### src/rtl/adder_tree_acc_pkg.sv
// Shared neuron-datapath package: fixed-point constants, clog2 and the
// saturating narrow-down used at the accumulator output.
package ann_pkg;

    localparam int MAXW     = 128;
    localparam int FX_FRAC  = 24;
    localparam logic signed [31:0] FX_ONE = 32'sd1 <<< FX_FRAC;
    localparam logic signed [31:0] FX_MAX = 32'sh7FFF_FFFF;
    localparam logic signed [31:0] FX_MIN = 32'sh8000_0000;

    function automatic int clog2(input int value);
        int r;
        r = 0;
        while ((1 << r) < value) r++;
        return r;
    endfunction

    // Caller truncates the result to dw bits; in wrap mode the low bits are already correct.
    function automatic logic signed [MAXW-1:0] saturate(
        input  logic signed [MAXW-1:0] value,
        input  int                     dw,
        input  bit                     doSat,
        output logic                   overflow
    );
        logic signed [MAXW-1:0] maxV;
        logic signed [MAXW-1:0] minV;
        maxV = {{(MAXW-1){1'b0}}, 1'b1} <<< (dw - 1);
        maxV = maxV - MAXW'(1);
        minV = ~maxV;
        overflow = (value > maxV) || (value < minV);
        if (doSat && (value > maxV)) return maxV;
        if (doSat && (value < minV)) return minV;
        return value;
    endfunction

endpackage

### src/rtl/adder_tree_acc_level.sv
// One registered level of the adder tree: pairwise signed adds that widen
// each sum by one bit, with the valid/last sideband delayed alongside.
module adder_level_pipe #(
    parameter  int NIN_LVL = 2,
    parameter  int W       = 32,
    localparam int NOUT    = (NIN_LVL + 1) / 2
) (
    input  logic                    clk,
    input  logic                    rst,
    input  logic                    valid_i,
    input  logic                    last_i,
    input  logic [NIN_LVL*W-1:0]    data_i,
    output logic                    valid_o,
    output logic                    last_o,
    output logic [NOUT*(W+1)-1:0]   data_o
);

    logic [NOUT*(W+1)-1:0] sum_d;
    logic [NOUT*(W+1)-1:0] data_q;
    logic                  valid_q;
    logic                  last_q;

    for (genvar j = 0; j < NOUT; j++) begin : gPair
        logic signed [W-1:0] laneA;
        assign laneA = data_i[2*j*W +: W];
        if (2*j + 1 < NIN_LVL) begin : gTwo
            logic signed [W-1:0] laneB;
            assign laneB = data_i[(2*j+1)*W +: W];
            assign sum_d[j*(W+1) +: (W+1)] = (W+1)'(laneA) + (W+1)'(laneB);
        end else begin : gOne
            assign sum_d[j*(W+1) +: (W+1)] = (W+1)'(laneA);
        end
    end

    always_ff @(posedge clk or posedge rst) begin
        if (rst) begin
            data_q  <= '0;
            valid_q <= 1'b0;
            last_q  <= 1'b0;
        end else begin
            data_q  <= sum_d;
            valid_q <= valid_i;
            last_q  <= last_i;
        end
    end

    assign data_o  = data_q;
    assign valid_o = valid_q;
    assign last_o  = last_q;

endmodule

### src/rtl/adder_tree_acc.sv
// Pipelined NIN-lane signed adder tree feeding a packet accumulator with a
// saturating (or wrapping) registered output.
module adder_tree_acc
    import ann_pkg::*;
#(
    parameter int DWIDTH    = 32,
    parameter int frac      = 24,
    parameter int NIN       = 4,
    parameter int ACC_GUARD = 8,
    parameter int SAT       = 1
) (
    input  logic                  clk,
    input  logic                  rst,
    input  logic                  in_valid,
    input  logic                  in_last,
    input  logic [NIN*DWIDTH-1:0] in_data,
    output logic                  out_valid,
    output logic [DWIDTH-1:0]     out_data,
    output logic                  out_sat
);

    localparam int L    = (clog2(NIN) < 1) ? 1 : clog2(NIN);
    localparam int PADN = 1 << L;
    localparam int TW   = DWIDTH + L;
    localparam int AW   = TW + ACC_GUARD;

    if (NIN < 1) begin : gBadNin
        $error("adder_tree_acc: NIN must be at least 1");
    end
    if (frac < 0 || frac >= DWIDTH) begin : gBadFrac
        $error("adder_tree_acc: frac must lie within the lane width");
    end
    if (AW > MAXW) begin : gBadWidth
        $error("adder_tree_acc: accumulator wider than the saturation helper");
    end

    logic [PADN*DWIDTH-1:0] paddedData;

    for (genvar i = 0; i < PADN; i++) begin : gPad
        if (i < NIN) begin : gLane
            assign paddedData[i*DWIDTH +: DWIDTH] = in_data[i*DWIDTH +: DWIDTH];
        end else begin : gZero
            assign paddedData[i*DWIDTH +: DWIDTH] = '0;
        end
    end

    // Each level halves the lane count and widens by one bit, so level L-1 yields one TW-bit sum.
    for (genvar k = 0; k < L; k++) begin : gLvl
        localparam int NI = PADN >> k;
        localparam int WI = DWIDTH + k;
        logic [NI*WI-1:0]         levelIn;
        logic                     validIn;
        logic                     lastIn;
        logic [(NI/2)*(WI+1)-1:0] levelOut;
        logic                     validOut;
        logic                     lastOut;

        if (k == 0) begin : gFirst
            assign levelIn = paddedData;
            assign validIn = in_valid;
            assign lastIn  = in_last & in_valid;
        end else begin : gNext
            assign levelIn = gLvl[k-1].levelOut;
            assign validIn = gLvl[k-1].validOut;
            assign lastIn  = gLvl[k-1].lastOut;
        end

        adder_level_pipe #(
            .NIN_LVL (NI),
            .W       (WI)
        ) uLevel (
            .clk     (clk),
            .rst     (rst),
            .valid_i (validIn),
            .last_i  (lastIn),
            .data_i  (levelIn),
            .valid_o (validOut),
            .last_o  (lastOut),
            .data_o  (levelOut)
        );
    end

    logic signed [TW-1:0]     treeSum;
    logic                     treeValid;
    logic                     treeLast;
    logic signed [AW-1:0]     accSum;
    logic signed [AW-1:0]     acc_q;
    logic [DWIDTH-1:0]        outData_d;
    logic                     outSat_d;
    logic [DWIDTH-1:0]        outData_q;
    logic                     outSat_q;
    logic                     outValid_q;

    assign treeSum   = gLvl[L-1].levelOut;
    assign treeValid = gLvl[L-1].validOut;
    assign treeLast  = gLvl[L-1].lastOut;

    always_comb begin
        outSat_d  = 1'b0;
        accSum    = acc_q + AW'(treeSum);
        outData_d = DWIDTH'(saturate(MAXW'(accSum), DWIDTH, SAT != 0, outSat_d));
    end

    // The last beat closes the packet and clears acc so the next beat starts a fresh sum.
    always_ff @(posedge clk or posedge rst) begin
        if (rst) begin
            acc_q      <= '0;
            outValid_q <= 1'b0;
            outData_q  <= '0;
            outSat_q   <= 1'b0;
        end else begin
            outValid_q <= 1'b0;
            if (treeValid) begin
                if (treeLast) begin
                    acc_q      <= '0;
                    outValid_q <= 1'b1;
                    outData_q  <= outData_d;
                    outSat_q   <= outSat_d;
                end else begin
                    acc_q <= accSum;
                end
            end
        end
    end

    assign out_valid = outValid_q;
    assign out_data  = outData_q;
    assign out_sat   = outSat_q;

endmodule
### config.mk
export PLATFORM = sky130hd
export DESIGN_NAME = adder_tree_acc
export DESIGN_NICKNAME = d
export VERILOG_FILES = /design/src/rtl/adder_tree_acc_pkg.sv /design/src/rtl/adder_tree_acc_level.sv /design/src/rtl/adder_tree_acc.sv
export SDC_FILE = /design/constraint.sdc
export NUM_CORES = 1
export LEC_CHECK = 0
export ABC_CLOCK_PERIOD_IN_PS = 7600
export CAP_MARGIN = 25
export CORE_MARGIN = 3
export CORE_UTILIZATION = 56
export CTS_CLUSTER_DIAMETER = 50
export CTS_CLUSTER_SIZE = 40
export DETAILED_ROUTE_END_ITERATION = 7
export PLACE_DENSITY = 0.84
export SYNTH_ARGS = -nofsm -noshare
export SYNTH_HDL_FRONTEND = slang
export SYNTH_SLANG_ARGS = --single-unit
### constraint.sdc
create_clock -name clk -period 7.6 [get_ports clk]
set_clock_uncertainty 0.05 [all_clocks]
set_input_delay 2.28 -clock clk [delete_from_list [all_inputs] [get_ports clk]]
set_output_delay 2.28 -clock clk [all_outputs]
set_load 0.05 [all_outputs]
* Word-level counts from Yosys, hierarchy flattened
Cells that the tools add are included.
Storage, ports and cells: input port bits 132, register bits after elaboration 180, word-level logic and storage cells 29, output and inout port bits 34
Operators by class: reduce and logical (&&, ||, !) cells 2, add/sub/neg operators 4, bitwise logic cells 1, mux-type cells 10, order comparisons 2
Operators with widths (count):
- $mux 32 | 4
- $add 32x32->33 | 2
- $add 42x34->42 | 1
- $gt 42x32->1 const B | 1
- $lt 42x32->1 const B | 1
- $mux 42 | 1
- $add 33x33->34 | 1
- $mux 1 | 5
- $reduce_and 2->1 | 1
- $and 1x1->1 | 1
- $logic_or 1x1->1 | 1

* Longest topological paths before layout
depth after elaboration 6, depth in mapped cells 17, mapped depth without buffers 15

* By module
From an unflattened synthesis, not the netlist that was laid out.
Second synthesis, totals: cells, all modules 1615, area, all modules 14133.6 um^2
Modules (own cells, without submodules):
- adder_tree_acc | area an instance 6187.2 um^2, sequential area each 1901.8 um^2, times used 1, cells an instance 762
- adder_level_pipe (gLvl[0].uLevel) | area an instance 4967.3 um^2, sequential area each 1701.6 um^2, times used 1, cells an instance 519
- adder_level_pipe (gLvl[1].uLevel) | area an instance 2979.1 um^2, sequential area each 900.9 um^2, times used 1, cells an instance 334

* Worst setup path before layout
No wires, ideal clock.
path type input to register, start input port in_data[64], end register gLvl[0].uLevel.data_q[65], required time 7.420 ns, arrival 4.804 ns, setup time 0.130 ns, path buffers 0, cell stages on the path 15, path slack 2.615 ns, cell sequence ha_1 > inv_1 > fa_1 > nor2b_1 > o21a_1 > o21ai_0 > a21oi_1 > a21oi_1 > and3b_1 > o31ai_1 > o211ai_1 > a31oi_1 > a21oi_1 > a21oi_1 > a31oi_1
On the way: word-level cells in the longest chain between the ends 1
RTL lines:
- start: declaration | line adder_tree_acc.sv:16 | input logic [NIN*DWIDTH-1:0] in_data,
- $add 32x32->33 | line adder_tree_acc_level.sv:29 | assign sum_d[j*(W+1) +: (W+1)] = (W+1)'(laneA) + (W+1)'(laneB);
- named net gLvl[0].uLevel.sum_d[65] | line adder_tree_acc_level.sv:18 | logic [NOUT*(W+1)-1:0] sum_d;
- end signal: assignment | line adder_tree_acc_level.sv:41 | data_q <= sum_d;
- end: declaration | line adder_tree_acc_level.sv:19 | logic [NOUT*(W+1)-1:0] data_q;
The timed path passes the listed nets, and every way through them passes these cells. A chain may end at the register's enable or synchronous reset.

* Worst setup path after layout
start input port in_data[64], end register gLvl[0].uLevel.data_q[63]
The elaborated chain is that of the path after synthesis.

==> metrics.md <==
| Metric | Value |
|---|---|
| Syn nets | `roughly 1.5k` |
| Startpoint Class | `input pin` |
| Hold Startpoint | `gLvl[0].uLevel.last_o$_DFF_PP0_` |
| TritonCTS clock tree | `built` |
| Post-CTS Setup Bufs | `0` |
| Worst slew margin | `35.4%` |
| Net count, final | `between 1.5k and 2k` |
| Final setup vio count | `0` |
| Fin Hold WS | `about 0.31 ns` |
| Hold-fix buffers, CTS | `0` |
| Register area share after synthesis | `37.1%` |
| Setup Total Neg Slack | `0 ns` |
| Clock-pin slew on the worst setup and hold paths | `0.07 ns` |
| CTS sink count | `180` |
| Post-Syn Area per Cell | `roughly 10 µm²` |
| DR DRC count | `0` |
| I/O pins | `about 170` |
| CTS-repair resized insts | `0` |
| Die Y | `approximately 150 µm` |
| VDD IR max | `between 0.15 and 0.2 mV` |
| Ranking of synthesized cells by area | `dfrtp_1, ha_1, xnor2_1, a21oi_1, a21o_1` |
| Worst reg2reg setup slack | `2.56 ns` |
| Via Count | `around 10k` |
| Root Buffer | `clkbuf_16` |
| Final Max Slew Viols | `0` |
| Die W | `around 150 µm` |
| Top-area cell type share of the netlist area | `about 37%` |
| Vias in the first global route | `about 9.7k` |
| DRT Pass-1 Iters | `5` |
| Leakage power | `between 6 and 7 nW` |
| Final Cycle Share | `about three quarters` |
| Critical Path End Type | `flip-flop` |
| Reg-to-Reg Start | `gLvl[1].uLevel.data_o[0]$_DFF_PP0_` |
| Cell area after synthesis | `between 10000 and 15000 µm²` |
| Slew @ Worst Pin | `0.962 ns` |
| Fillers | `around 1.6k` |
| Critical Path Fanout Max | `4` |
| Unrepaired setup endpoints after global routing | `no` |
| Yosys warns | `0` |
| WS Path Type | `input pin to flip-flop` |
| Layout cells sized above 1 | `under 10%` |
| Hold crit path type | `flip-flop to flip-flop` |
| Core area | `~21000 µm²` |
| Routed WL per cell | `about 16 µm` |
| I/O Buffers | `approximately 170` |
| CTS Buffer Depth | `2` |
| CTS HTree Levels | `4` |
| Yosys reg bits | `180` |
| Min Tclk post-route | `5.56 ns` |
| Fmax | `about 0.18 GHz` |
| Crit path from | `in_data[64]` |
| MaxCap Viol Count | `0` |
| CP arrival | `5.87 ns` |
| Final ANT Viol Nets | `0` |
| Largest net degree at the start of global routing | `72` |
| DR vias/cell | `~5.9` |
| Synth Instances | `~1.2k` |
| Share of async-settable or async-resettable flops after synthesis | `100%` |
| Diodes inserted | `0` |
| Row count | `53` |
| Number of distinct library cells after synthesis | `between 70 and 80` |
| Die area | `roughly 24000 µm²` |
| Final WL | `between 20000 and 30000 µm` |
| Number of enable flip-flop cells after synthesis | `0` |
| Initial DRC Count | `616` |
| GRT overflow | `0` |
| First-pass GRT wire length | `between 40000 and 50000 µm` |
| Starting Density | `57.4%` |
| Biggest area consumer among synthesized cells | `dfrtp_1` |
| All-Layer GR Usage | `a little under a quarter` |
| Initial antenna violation count | `0` |
| Final hold vios | `0` |
| Final HPWL DP | `roughly 21000 µm` |
| Status | `finished clean` |
| CTS buffer count | `17` |
| Top FF cell, synth | `dfrtp_1` |
| P&R area growth vs syn | `20.5%` |
| Worst EP required | `7.91 ns` |
| GPL Wtd Cong | `0.916` |
| Pwr Density | `approximately 400 nW/µm²` |
| Clk Latency, worst-skew pair | `~0.44 ns` |
[placed cells by master (no fill, tap or decap), drive strengths merged, types with 18 or more instances in the layout]
master,n
xnor2,79
o21a,23
o2bb2ai,21
clkdlybuf4s50,165
nor2b,18
a21oi,99
inv,52
nand2b,18
o22ai,18
clkbuf,20
dfrtp,180
o221a,20
o21ai,62
nor2,107
nor3,21
xor2,33
ha,138
a21o,59
nand2,65
a22o,20
[per-stage QoR]
stage	instance area, µm²	worst slack, ns	total power, mW	instances	util, %
global placement	14100	1.73	4.95	1665	66.5
floorplan	12200	0.383	4.17	1249	-
finish	14700	2.04	5.99	1698	69.3
global route	14700	1.71	6.41	1698	69.3
CTS	14600	2.08	5.96	1697	69.2
detailed placement	14100	1.62	5.05	1665	66.5
[report_power, final]
| part | switching [mW] | internal, mW | total, mW |
|---|---|---|---|
| clock network | 0.380 | 0.475 | 0.856 |
| logic | 2.11 | 1.51 | 3.62 |
| registers | 0.197 | 1.31 | 1.51 |
[kinds of logic after synthesis]
logic type	count (synthesis)	share of synthesized area, %
buffers and inverters	79	2.70
adder cells (fa/ha/maj)	142	14.9
flip-flops	180	37.1
AO/OA/AOI/OAI	419	24.4
AND/OR/NAND/NOR	314	12.6
multiplexers	3	0.247
XOR/XNOR	112	8.07
[sequential cells by signal (all words and copies together) (netlist names)]
name,flops
out_valid,1
gLvl.uLevel.last_o,2
out_data,32
gLvl.uLevel.valid_o,2
out_sat,1
acc_q,42
gLvl.uLevel.data_o,100
[final timing paths]
path,end,cells past startpoint
worst max-delay path,gLvl[0].uLevel.data_o[63]$_DFF_PP0_,16
worst min-delay path,gLvl[1].uLevel.last_o$_DFF_PP0_,0
worst max register to register,out_data[12]$_DFFE_PP0P_,15
worst min register to register,gLvl[1].uLevel.last_o$_DFF_PP0_,0
max in group asynchronous,gLvl[0].uLevel.data_o[11]$_DFF_PP0_,3
min in group asynchronous,out_valid$_DFF_PP0_,2
[cell type report]
| cell class | count | area (µm²) | share of cell area (%) |
|---|---|---|---|
| multi-input combinational | 990 | 7320 | 50.0 |
| sequential | 180 | 4500 | 30.7 |
| timing repair buffer | 172 | 1710 | 11.7 |
| clock buffer | 20 | 457 | 3.12 |
| tap | 275 | 344 | 2.35 |
| inverter | 49 | 189 | 1.29 |
| clock inverter | 12 | 121 | 0.828 |
[critical path: stages]
cell and delay [ns]:
clkdlybuf4s50_1 0.46, ha_1 0.17, inv_1 0.06, fa_1 0.40
nor2b_1 0.13, o21a_1 0.14, o21ai_0 0.10, a21oi_1 0.32
a21oi_1 0.14, and3b_1 0.20, o31ai_1 0.43, o211ai_1 0.18
a31oi_1 0.35, a21oi_1 0.12, a21oi_1 0.22, xor2_1 0.17
[per-layer routing]
layer  vias to the layer above  wire length [µm]  track usage [%]
met3                        29              1500             3.14
met2                       324             12400             37.4
met1                      4713             12800             32.9
li1                       4957                 -                -
met5                         -                 0                0
met4                         0               352             5.64
[synthesized netlist by cell type, drive strengths merged, types with 18 or more instances]
master / count
dfrtp: 180
ha: 138
nor2: 107
a21oi: 99
xnor2: 79
nand2: 65
o21ai: 62
a21o: 59
inv: 48
xor2: 33
clkbuf: 23
o21a: 23
nor3: 21
o2bb2ai: 21
a22o: 20
o221a: 20
nand2b: 18
nor2b: 18
o22ai: 18
No activity file was read; power rests on OpenSTA's default activity.
